===== src/rtl/kp_pkg.sv =====
// Shared types and helpers for the keypad digit-entry block.
// Decodes the active-low priority-encoder output into a key number.
package kp_pkg;

    typedef enum logic [1:0] {
        IDLE = 2'd0,
        QUAL = 2'd1,
        HELD = 2'd2
    } kp_state_e;

    localparam logic [3:0] KP_NOKEY  = 4'd0;
    localparam logic [3:0] KP_MAXKEY = 4'd9;

    // Codes above 9 are not real keys and read as "no key".
    function automatic logic [3:0] kp_decode(input logic [3:0] y_n);
        logic [3:0] code;
        code = ~y_n;
        return (code > KP_MAXKEY) ? KP_NOKEY : code;
    endfunction

endpackage


===== src/rtl/kp_debounce.sv =====
// Press/release debouncer: registers the decoded key code and pulses fire
// once per debounced press, with the qualified digit on cand.
module kp_debounce
    import kp_pkg::*;
#(
    parameter int unsigned DEB_CYC = 4
) (
    input  logic       clk,
    input  logic       rst,
    input  logic [3:0] Y_n,
    output logic       fire,
    output logic [3:0] cand
);

    localparam int unsigned CW = $clog2(DEB_CYC + 1);
    localparam logic [CW-1:0] CNT_FIRE = CW'(DEB_CYC);
    localparam logic [CW-1:0] CNT_REL  = CW'(DEB_CYC - 1);

    logic [3:0]    s_code;
    kp_state_e     state_q, state_d;
    logic [CW-1:0] cnt_q, cnt_d;
    logic [3:0]    cand_q, cand_d;
    logic          armed_q, armed_d;

    // The sampler ignores reset so a key held through reset still reads as held.
    always_ff @(posedge clk) begin
        s_code <= kp_decode(Y_n);
    end

    always_ff @(posedge clk) begin
        if (rst) begin
            state_q <= IDLE;
            cnt_q   <= '0;
            cand_q  <= KP_NOKEY;
            armed_q <= 1'b0;
        end else begin
            state_q <= state_d;
            cnt_q   <= cnt_d;
            cand_q  <= cand_d;
            armed_q <= armed_d;
        end
    end

    always_comb begin
        state_d = state_q;
        cnt_d   = cnt_q;
        cand_d  = cand_q;
        armed_d = armed_q;
        fire    = 1'b0;
        unique case (state_q)
            IDLE: begin
                // After reset a key only counts once the pad has been seen empty.
                if (s_code == KP_NOKEY) begin
                    armed_d = 1'b1;
                end else if (armed_q) begin
                    cand_d  = s_code;
                    cnt_d   = CW'(1);
                    state_d = QUAL;
                end
            end
            QUAL: begin
                if (s_code != cand_q) begin
                    state_d = IDLE;
                    cnt_d   = '0;
                end else if (cnt_q == CNT_FIRE) begin
                    fire    = 1'b1;
                    state_d = HELD;
                    cnt_d   = '0;
                end else begin
                    cnt_d = cnt_q + 1'b1;
                end
            end
            HELD: begin
                if (s_code != KP_NOKEY) begin
                    cnt_d = '0;
                end else if (cnt_q == CNT_REL) begin
                    state_d = IDLE;
                    cnt_d   = '0;
                end else begin
                    cnt_d = cnt_q + 1'b1;
                end
            end
            default: begin
                state_d = IDLE;
                cnt_d   = '0;
            end
        endcase
    end

    assign cand = cand_q;

endmodule


===== src/rtl/keypad_digit_entry.sv =====
// Keypad front end: debounced key events on a valid/ready port plus a
// calculator-style BCD entry buffer with sticky overflow/overrun flags.
module keypad_digit_entry
    import kp_pkg::*;
#(
    parameter int unsigned DIGITS  = 4,
    parameter int unsigned DEB_CYC = 4
) (
    input  logic                         clk,
    input  logic                         rst,
    input  logic [3:0]                   Y_n,
    input  logic                         clr,
    output logic                         key_valid,
    output logic [3:0]                   key_digit,
    input  logic                         key_ready,
    output logic [4*DIGITS-1:0]          digits_bcd,
    output logic [$clog2(DIGITS+1)-1:0]  digit_cnt,
    output logic                         full,
    output logic                         overflow,
    output logic                         overrun
);

    localparam int unsigned CW = $clog2(DIGITS + 1);
    localparam logic [CW-1:0] CNT_MAX = CW'(DIGITS);

    logic       fire;
    logic [3:0] cand;

    logic                 valid_q, valid_d;
    logic [3:0]           digit_q, digit_d;
    logic [4*DIGITS-1:0]  buf_q, buf_d;
    logic [CW-1:0]        cnt_q, cnt_d;
    logic                 full_q, full_d;
    logic                 ovf_q, ovf_d;
    logic                 ovr_q, ovr_d;
    logic [4*DIGITS+3:0]  shifted;

    kp_debounce #(
        .DEB_CYC (DEB_CYC)
    ) u_debounce (
        .clk  (clk),
        .rst  (rst),
        .Y_n  (Y_n),
        .fire (fire),
        .cand (cand)
    );

    always_ff @(posedge clk) begin
        if (rst) begin
            valid_q <= 1'b0;
            digit_q <= KP_NOKEY;
            buf_q   <= '0;
            cnt_q   <= '0;
            full_q  <= 1'b0;
            ovf_q   <= 1'b0;
            ovr_q   <= 1'b0;
        end else begin
            valid_q <= valid_d;
            digit_q <= digit_d;
            buf_q   <= buf_d;
            cnt_q   <= cnt_d;
            full_q  <= full_d;
            ovf_q   <= ovf_d;
            ovr_q   <= ovr_d;
        end
    end

    always_comb begin
        valid_d = valid_q;
        digit_d = digit_q;
        buf_d   = buf_q;
        cnt_d   = cnt_q;
        ovf_d   = ovf_q;
        ovr_d   = ovr_q;
        shifted = {buf_q, cand};

        // A pending unaccepted event wins over a new one.
        if (fire) begin
            if (!valid_q || key_ready) begin
                valid_d = 1'b1;
                digit_d = cand;
            end else begin
                ovr_d = 1'b1;
            end
        end else if (valid_q && key_ready) begin
            valid_d = 1'b0;
        end

        if (fire) begin
            if (cnt_q < CNT_MAX) begin
                buf_d = shifted[4*DIGITS-1:0];
                cnt_d = cnt_q + 1'b1;
            end else begin
                ovf_d = 1'b1;
            end
        end

        if (clr) begin
            buf_d = '0;
            cnt_d = '0;
            ovf_d = 1'b0;
            ovr_d = 1'b0;
        end

        full_d = (cnt_d == CNT_MAX);
    end

    assign key_valid  = valid_q;
    assign key_digit  = digit_q;
    assign digits_bcd = buf_q;
    assign digit_cnt  = cnt_q;
    assign full       = full_q;
    assign overflow   = ovf_q;
    assign overrun    = ovr_q;

endmodule


===== config.mk =====
export PLATFORM = sky130hd
export DESIGN_NAME = keypad_digit_entry
export DESIGN_NICKNAME = d
export VERILOG_FILES = /design/src/rtl/kp_pkg.sv /design/src/rtl/kp_debounce.sv /design/src/rtl/keypad_digit_entry.sv
export SDC_FILE = /design/constraint.sdc
export NUM_CORES = 1
export LEC_CHECK = 0
export BUFFER_PORTS_ARGS = -buffer_cell sky130_fd_sc_hd__buf_2
export CORE_ASPECT_RATIO = 1.75
export CORE_MARGIN = 2
export CORE_UTILIZATION = 53
export CTS_CLUSTER_DIAMETER = 120
export CTS_CLUSTER_SIZE = 20
export DETAILED_ROUTE_END_ITERATION = 6
export HOLD_SLACK_MARGIN = 0.1
export PLACE_DENSITY = 0.78
export SETUP_SLACK_MARGIN = 0.4
export SKIP_LAST_GASP = 1
export SLEW_MARGIN = 20
export SYNTH_ARGS = -nofsm -noshare
export SYNTH_HDL_FRONTEND = slang
export SYNTH_SLANG_ARGS = --single-unit
export TNS_END_PERCENT = 50

===== constraint.sdc =====
create_clock -name clk -period 2.4 [get_ports clk]
set_input_delay 0.24 -clock clk [delete_from_list [all_inputs] [get_ports clk]]
set_output_delay 0.24 -clock clk [all_outputs]
set_load 0.01 [all_outputs]

Yosys cells after proc, flatten, opt, wreduce, memory -nomap -nowiden

Index checks and enable logic that the tools add are counted.

Bits in registers: 41
Input bits: 8
Output and inout port bits: 27
Word-level logic and storage cells: 72

$add $sub $neg: 2
Magnitude comparators: 2
Equality and inequality tests: 12
Multiplexer cells: 23
Bitwise operators: 4
Reduce and logical (&&, ||, !) cells: 17

Operator list:

| cell                  | number |
|---|---|
| $mux W3               | 9 |
| $reduce_and A2 Y1     | 7 |
| $mux W2               | 6 |
| $pmux W3 S3           | 1 |
| $add A3 B1 Y3 const B | 2 |
| $eq A3 B3 Y1 const B  | 2 |
| $mux W1               | 6 |
| $ne A2 B1 Y1 const B  | 3 |
| $pmux W2 S3           | 1 |
| $reduce_and A5 Y1     | 1 |
| $gt A4 B4 Y1 const B  | 1 |
| $logic_not A4 Y1      | 1 |
| $ne A2 B2 Y1 const B  | 2 |
| $ne A4 B4 Y1          | 1 |
| $not A4 Y4            | 1 |
| $reduce_bool A4 Y1    | 1 |
| $eq A3 B2 Y1 const B  | 1 |
| $lt A3 B3 Y1 const B  | 1 |
| $ne A3 B1 Y1 const B  | 1 |
| $not A1 Y1            | 3 |
| $reduce_and A3 Y1     | 1 |
| $eq A2 B1 Y1 const B  | 1 |
| $eq A2 B2 Y1 const B  | 1 |
| $logic_not A2 Y1      | 1 |
| other kinds (5)       | 5 |

Depth between registers and ports, before layout

Gate-level depths: netlist (run 1).

Depth in word-level cells: 7
Mapped depth: 7
Depth with buffers taken out: 6

Hierarchy

Synthesis (run 1) repeated with hierarchy kept, for this count alone.

Cells, all modules: 195
Area, all modules: 1744.2 µm²

By module, submodules not included:

| module             | instances | cells an instance | area each (µm²) | seq. area each (µm²) |
|---|---|---|---|---|
| keypad_digit_entry | 1         | 116               | 1044.8          | 540.5 |
| kp_debounce        | 1         | 79                | 699.4           | 280.3 |

Worst setup path after synthesis (run 1)

OpenSTA, ideal clock, no wires.

Path kind: register -> register
Start: register u_debounce.cnt_q[0]
End: register buf_q[10], in the netlist digits_bcd[10]
Setup time: 0.072 ns
Data arrival time: 1.683 ns
Data required time: 2.328 ns
Path slack: 0.646 ns
Stages on the path, launching flop included: 8
Buffers on the path: 1
Period minus slack after synthesis: 1.754 ns
Cell sequence: dfxtp_1 -> inv_1 -> ha_1 -> nand2_1 -> or4_4 -> nor2_8 -> buf_6 -> mux2i_1

Word-level cells in the longest chain between the ends: 5

RTL lines:

| what                        | RTL line                 | RTL |
|---|---|---|
| from (decl)                 | kp_debounce.sv:21        | `logic [CW-1:0] cnt_q, cnt_d;` |
| from (signal assigned)      | kp_debounce.sv:38        | `cnt_q <= cnt_d;` |
| $eq A3 B3 Y1                | kp_debounce.sv:65        | `end else if (cnt_q == CNT_FIRE) begin` |
| $mux W1                     | kp_debounce.sv:65        |  |
| $mux W1                     | kp_debounce.sv:62        | `if (s_code != cand_q) begin` |
| $mux W1                     | kp_debounce.sv:50        | `unique case (state_q)` |
| $reduce_and A2 Y1 (no line) | --                       |  |
| to (signal assigned)        | keypad_digit_entry.sv:60 | `buf_q <= buf_d;` |
| to (decl)                   | keypad_digit_entry.sv:31 | `logic [4*DIGITS-1:0] buf_q, buf_d;` |

Every way passes these cells.
A chain may end at the register's enable or synchronous reset.

Worst setup path in the final report (run 1)

Start: register u_debounce.cnt_q[0]
End: register buf_q[8], in the netlist digits_bcd[8]

The elaborated chain is that of the path after synthesis.

==> results of run 1 <==
==> registers in the layout, indices dropped and copies added (netlist names) <==
register            cells
digits_bcd             16
key_digit               4
u_debounce.cand         4
u_debounce.s_code       4
digit_cnt               3
u_debounce.cnt_q        3
u_debounce.state_q      2
full                    1
key_valid               1
overflow                1
overrun                 1
u_debounce.armed_q      1
==> final cells by class <==
cell class                      instances  area (µm²)  area share [%]
Multi-Input combinational cell        133       830.8           40.24
Sequential cell                        41       820.8           39.76
Timing Repair Buffer                   38       202.7           9.818
Clock buffer                            5       68.82           3.333
Clock inverter                          3       65.06           3.152
Tap cell                               43       53.80           2.606
Inverter                                6       22.52           1.091
==> worst max-delay path by stage <==
stage,startpoint,endpoint,slack (ns),cells after the start
after floorplan,u_debounce.cnt_q[0],digits_bcd[10],0.65,7
after global placement,u_debounce.cnt_q[0],digits_bcd[12],0.57,6
after detailed placement,u_debounce.cnt_q[0],digits_bcd[13],0.54,6
after CTS,u_debounce.cnt_q[0],digits_bcd[13],0.50,6
after global routing,u_debounce.cnt_q[0],key_digit[0],0.42,6
final,u_debounce.cnt_q[0],digits_bcd[8],0.52,6
==> per-stage QoR <==
stage	cells	instance area [µm²]	total power, mW	setup slack (ns)	hold WS, ns
finish	269	2064	1.439	0.5188	0.1251
global route	269	2064	1.493	0.4151	0.1203
CTS	268	2053	1.450	0.5042	0.1172
detailed placement	259	1909	0.8054	0.5400	0.4056
global placement	259	1909	0.8039	0.5724	0.3978
floorplan	186	1712	0.7831	0.6456	0.3115
==> synth_stat cells (all sizes together) <==
| library cell | n |
|---|---|
| a21boi | 1 |
| a21oi | 15 |
| a31oi | 3 |
| a32oi | 1 |
| and3 | 2 |
| buf | 3 |
| clkbuf | 4 |
| dfxtp | 41 |
| ha | 5 |
| inv | 6 |
| mux2i | 12 |
| nand2 | 28 |
| nand2b | 3 |
| nand3 | 12 |
| nand3b | 1 |
| nand4 | 5 |
| nor2 | 10 |
| nor2b | 3 |
| nor4 | 4 |
| nor4b | 1 |
| o21a | 1 |
| o21ai | 11 |
| o21bai | 1 |
| o31ai | 1 |
| o32ai | 2 |
| or2 | 2 |
| or3 | 1 |
| or4 | 2 |
| or4b | 1 |
| xnor2 | 3 |
| xor2 | 1 |
==> power by group through the flow <==
| stage | logic [mW] | registers [mW] | clock network (mW) |
|---|---|---|---|
| 2_1_floorplan | 0.0656 | 0.717 | 0 |
| 3_3_place_gp | 0.0837 | 0.720 | 0 |
| 3_5_place_dp | 0.0848 | 0.721 | 0 |
| 4_1_cts | 0.0865 | 0.705 | 0.659 |
| 5_1_grt | 0.100 | 0.707 | 0.686 |
| 6_report | 0.0891 | 0.705 | 0.645 |
==> metal layers <==
metal	vias to the layer above	wire, µm	GRT usage, %
met3	12	163	5.455
met1	673	1281	19.48
met4	0	94	9.722
met2	49	1924	36.16
li1	733	-	-
met5	-	0	0
==> cells by family after synthesis <==
| family | share of synthesized area (%) |
|---|---|
| compound gates | 11.99 |
| xor+xnor | 2.047 |
| fa+ha+maj | 3.655 |
| buf+inv | 4.166 |
| flops | 47.95 |
| mux | 7.018 |
| simple gates | 23.17 |
==> repair_timing <==
action	4_1_cts	5_1_grt
setup endpoints to repair	0	2
buffers inserted	0	0
hold buffers	1	0
hold endpoints to repair	1	0
==> worst max-delay path: cells and delay by family, from the launching register on <==
kind                       cells  cell delay [ns]
muxes                          1             0.21
buffers and inverters          1             0.09
DFF                            1             0.34
adders and majority gates      1             0.17
and+or+nand+nor                3             1.01
==> reports/qor.yml, run 1 <==
outcome: "finished, final reports clean"
synth_area_per_cell_um2: 9.202
fmax_ghz: 0.5316
initial_utilization_pct: 55.07
setup_viol: 0
startpoint_type: "flip-flop"
dieArea_mm2: 0.003718
path_clk_slew_ns: 0.08
intPower_mw: 1.133
irDropWorstVdd_v: 0.0005678
ys_types: 34
final_cell_mix: "dfxtp_1, buf_2, nand2_1"
place.gp.congestion: 0.7834
layout.cells.most_common: "dfxtp_1"
routed_wl_um: 3464
min_period_over_period_pct: 78.38
numCtsBuffers: 5
hold_class: "in2reg"
rows: 27
seq_area_frac_synth_pct: 47.95
drc: 0
cp.arrival_ns: 2.11
path_cells: "inv_1, ha_1, nand2_1, or4_4, nor2_4, mux2i_1"
cts_resized: 0
syn_inst: 186
power.share.clock_pct: 44.8
final_core_util_pct: 66.43
r2r_end: "digits_bcd[8]"
reg2regPathDepth: 6
htreeDepth: 2
clock_path_buffers: 2
antenna_cells: 0
clk-insertion-delay-late_ns: 0.29
syn_nets: 199
max_stage_delay_ns: 0.62
grt_max_degree: 22
ant_nets: 0
crit_type: "reg2reg"
skew_ns: 0.002392
drive_gt1_share_pct: 23.01
rrSetupSlack_ns: 0.52
vias: 1467
n_fill_cell: 290
synth_warnings: 0
dp_hpwl_um: 2576
drv_slew: 0
drt_iter0_drc: 20
grt_pass1_wl_um: 5464
grt_setup_unrepaired: "no"
setup-tns-final_ns: 0
synthTopCellsByArea: "dfxtp_1, mux2i_1, nand2_1"
numPortBuffers: 34
holdPathStages: 2
max-cap-violations: 0
ys_ff_latch: 41
overflow: 0
p_sw_uw: 306.6
p_sw_share_pct: 21.30
coreArea_mm2: 0.003108
min_from: "Y_n[2]"
via_per_inst: 5.454
cts_tree: "done"
p_leak_nw: 0.8321
grt_usage_pct: 20.11
netlist_area_mm2: 0.001712
relSlewSlack_pct: 64.37
areaGrowthSynthToFinish_pct: 20.61
min_period_ns: 1.881
yosysTopAreaCell: "dfxtp_1"
cts.sinks: 41
pwr-share-comb_pct: 6.2
cp_slowest_cell: "or4_4"
seq_power_share_pct: 49.0
cp.required_ns: 2.63
synth_top_area_share_pct: 47.95
path_max_fanout: 8
grt_pass1_vias: 1367
fin_nets: 238
final_hold_viol_count: 0
fp.dieW_um: 46.96
chipHeight_um: 79.18
root_buffer: "clkbuf_8"
drtPass1Iterations: 4
antenna_found_initial: 0
ioPinCount: 35
worst_setup_path_end_kind: "flip-flop"
post_drt_wl_per_cell_um: 12.88
tightest_slew_ns: 0.5329
powerDensity_mw_per_mm2: 697.2
reg2reg_from: "u_debounce.cnt_q[0]"
hold_path_end: "u_debounce.s_code[2]"
Note: power is estimated with default switching activity, not from simulation.
==> run 2, diff against run 1 <==
--- a/config.mk
+++ b/config.mk
@@ -5,15 +5,16 @@
 export SDC_FILE = /design/constraint.sdc
 export NUM_CORES = 1
 export LEC_CHECK = 0
+export ABC_AREA = 1
 export BUFFER_PORTS_ARGS = -buffer_cell sky130_fd_sc_hd__buf_2
 export CORE_ASPECT_RATIO = 1.75
 export CORE_MARGIN = 2
-export CORE_UTILIZATION = 53
+export CORE_UTILIZATION = 49
 export CTS_CLUSTER_DIAMETER = 120
 export CTS_CLUSTER_SIZE = 20
 export DETAILED_ROUTE_END_ITERATION = 6
 export HOLD_SLACK_MARGIN = 0.1
-export PLACE_DENSITY = 0.78
+export PLACE_DENSITY = 0.76
 export SETUP_SLACK_MARGIN = 0.4
 export SKIP_LAST_GASP = 1
 export SLEW_MARGIN = 20
==> constraint.sdc (replaced) <==
create_clock -name clk -period 1.7 [get_ports clk]
set_input_delay 0.17 -clock clk [delete_from_list [all_inputs] [get_ports clk]]
set_output_delay 0.17 -clock clk [all_outputs]
set_load 0.01 [all_outputs]
==> run 2 against run 1 <==
Compared with the run above:
- register-to-register slack got worse by 0.29 ns
- global-route usage rose by 1.9 points
- routed wire length rose by 28%
- worst setup slack got worse by 0.29 ns
- sequential cell count did not move
- die area rose by 13%
- cell area rose by 22%
- clock skew rose by 0.0099 ns
- utilization rose by 3.8 points
- clock power rose by 17%
- sequential share of layout area fell by 6.5 points
- highest routed layer unchanged
==> reports/qor.yml, run 2 <==
outcome: "finished, final reports clean"  # unchanged
fmax_ghz: 0.6789  # was 0.5316 GHz
grt_max_degree: 13  # was 22
ys_types: 25  # was 34
worst-path-buf-inv: 3  # was 1
root_buffer: "clkbuf_8"  # unchanged
antenna_cells: 0  # unchanged
areaGrowthSynthToFinish_pct: 39.68  # was 20.61%
post_dp_cell_area_mm2: 0.002041  # was 0.001909 mm²
overflow: 0  # unchanged
grt_pass1_wl_um: 7148  # was 5464 µm
synth_top_area_share_pct: 45.43  # was 47.95%
setup-tns-final_ns: 0  # unchanged
min_period_ns: 1.473  # was 1.881 ns
worst_setup_path_end_kind: "flip-flop"  # unchanged
path_clk_slew_ns: 0.08  # about the same
final_hold_viol_count: 0  # unchanged
synth_top_family_by_area: "simple AND/OR/NAND/NOR gates"  # unchanged
grt_pass1_vias: 1641  # was 1,367
dp_hpwl_um: 2727  # was 2576 µm
synth_warnings: 0  # unchanged
drtPass1Iterations: 4  # unchanged
yosysMostFrequentCell: "dfxtp_1"  # unchanged
ys_ff_latch: 41  # unchanged
synth_top_flop_cell: "dfxtp_1"  # unchanged
setup_viol: 0  # unchanged
via_per_inst: 5.126  # was 5.454
synthTopCellsByArea: "dfxtp_1, a21oi_1, nor2_1"  # was dfxtp_1, mux2i_1, nand2_1
seq_area_frac_synth_pct: 45.43  # was 47.95%
p_leak_nw: 1.186  # was 0.8321 nW
routed_wl_um: 4421  # was 3464 µm
place.gp.congestion: 0.8334  # was 0.7834
fin_nets: 316  # was 238
numCtsBuffers: 5  # unchanged
drc: 0  # unchanged
min_period_over_period_pct: 86.64  # was 78.38%
synthSimpleGateAreaFrac_pct: 28.05  # was 23.17%
synth_async_sr_flop_share_pct: 0  # unchanged
vias: 1789  # was 1,467
path_cells: "inv_2, ha_4, nand2_8, nor2_4, buf_6, nand4_4, buf_4, nand2_1, a21oi_1"  # was inv_1, ha_1, nand2_1, or4_4, nor2_4, mux2i_1
path_delay_family: "simple AND/OR/NAND/NOR gates"  # unchanged
hold_class: "in2reg"  # unchanged
path_max_fanout: 5  # was 8
initial_utilization_pct: 50.30  # was 55.07%
skew_ns: 0.01229  # was 0.002392 ns
dieArea_mm2: 0.004208  # was 0.003718 mm²
ioPinCount: 35  # unchanged
tightest_slew_ns: 0.4115  # was 0.5329 ns
crit_type: "reg2reg"  # unchanged
rows: 29  # was 27
finish.instance_area_mm2: 0.002524  # was 0.002064 mm²
clk-insertion-delay-late_ns: 0.30  # was 0.29 ns
synth_edf_count: 0  # unchanged
syn_inst: 235  # was 186
ant_nets: 0  # unchanged
syn_nets: 248  # was 199
synthTopCellsByCount: "dfxtp_1, nor2_1, nand2_1, inv_1, a21oi_1"  # was dfxtp_1, nand2_1, a21oi_1, mux2i_1, nand3_1
numPortBuffers: 34  # unchanged
cp.required_ns: 1.88  # was 2.63 ns
synth_mux_area_share_pct: 0  # was 7.018%
largest_reg_flops: 16  # unchanged
synth_fa_ha_area_share_pct: 3.463  # was 3.655%
cts_tree: "done"  # unchanged
synth_xor_xnor_area_share_pct: 0.4848  # was 2.047%
cp.arrival_ns: 1.66  # was 2.11 ns
fp.dieW_um: 49.90  # was 46.96 µm
chipHeight_um: 84.33  # was 79.18 µm
drt_iter0_drc: 47  # was 20
htreeDepth: 2  # unchanged
drv_slew: 0  # unchanged
powerDensity_mw_per_mm2: 805.9  # was 697.2 mW/mm²
antenna_found_initial: 0  # unchanged
max_stage_delay_ns: 0.34  # was 0.62 ns
netlist_area_mm2: 0.001807  # was 0.001712 mm²
yosysTopAreaCell: "dfxtp_1"  # unchanged
startpoint_type: "flip-flop"  # unchanged
synth_compound_area_share_pct: 13.71  # was 11.99%
relSlewSlack_pct: 72.53  # was 64.37%
final_cell_mix: "nor2_1, buf_2, dfxtp_1"  # was dfxtp_1, buf_2, nand2_1
irDropWorstVdd_v: 0.0008311  # was 0.0005678 V
coreArea_mm2: 0.003592  # was 0.003108 mm²
cts.sinks: 41  # unchanged
grt_usage_pct: 21.98  # was 20.11%
drive_gt1_share_pct: 39.27  # was 23.01%
clock_path_buffers: 2  # unchanged
synth_area_per_cell_um2: 7.688  # was 9.202 µm²
n_fill_cell: 277  # was 290
max-cap-violations: 0  # unchanged
post_drt_wl_per_cell_um: 12.67  # was 12.88 µm
cp_slowest_cell: "dfxtp_2"  # was or4_4
grt_setup_unrepaired: "yes"  # was no
run 2: routing by layer:
| layer | vias to the layer above | wire length (µm) | global-route usage (%) |
|---|---|---|---|
| met4 | 0 | 151 | 11.62 |
| li1 | 906 | - | - |
| met1 | 816 | 1694 | 21.87 |
| met5 | - | 0 | 0 |
| met2 | 54 | 2404 | 40.85 |
| met3 | 13 | 169 | 4.804 |
run 2: cells by family after synthesis:
family | Yosys count
xor gates and xnor gates | 1
adders and majority gates | 5
and+or+nand+nor | 100
DFF | 41
AOI/OAI and AO/OA | 49
buffers and inverters | 39
run 2: stage by stage:
stage	power [mW]	instances	util, %	setup WS [ns]	hold WS [ns]
finish	2.034	349	70.25	0.2271	0.1066
global route	2.122	349	70.25	0.1435	0.1192
CTS	2.029	346	69.00	0.2705	0.1041
detailed placement	1.201	312	56.81	0.1435	0.3295
global placement	1.198	312	56.81	0.1485	0.3306
floorplan	1.161	235	-	0.3417	0.2391
run 2: path summary, 6_finish.rpt:
check | start | endpoint | slack (ns) | depth (start not counted)
setup / recovery | u_debounce.cnt_q[1] | digits_bcd[15] | 0.23 | 9
hold reg to reg | overrun | overrun | 0.47 | 2
setup reg to reg | u_debounce.cnt_q[1] | digits_bcd[15] | 0.23 | 9
hold / removal | rst | u_debounce.state_q[1] | 0.11 | 2
run 2: worst register-to-register path, stage by stage, from the launching register on:
cell     delay, ns
dfxtp_2       0.34
inv_2         0.07
ha_4          0.15
nand2_8       0.06
nor2_4        0.16
buf_6         0.15
nand4_4       0.12
buf_4         0.17
nand2_1       0.07
a21oi_1       0.08
run 2: what timing repair did:
item                                    in CTS  in global routing
endpoints found under the hold margin        4                  0
hold buffers                                 4                  0
gates resized for setup                     35                 11
endpoints found under the setup margin      36                 36
setup buffers                               21                  3
pin swaps                                   14                 17
cloned                                       2                  0
run 2: cell type report:
class / instances / area (µm²) / share of cell area (%)
tap: 46 / 57.56 / 2.281
multi-input combinational: 157 / 948.4 / 37.58
sequential: 41 / 838.3 / 33.22
timing repair buffer: 64 / 442.9 / 17.55
clock buffer: 5 / 68.82 / 2.727
clock inverter: 2 / 35.03 / 1.388
inverter: 34 / 132.6 / 5.255
run 2: power breakdown:
group          switching [mW]  internal [mW]
logic                   0.163          0.113
registers              0.0208          0.984
clock network           0.327          0.427
total                   0.511           1.52
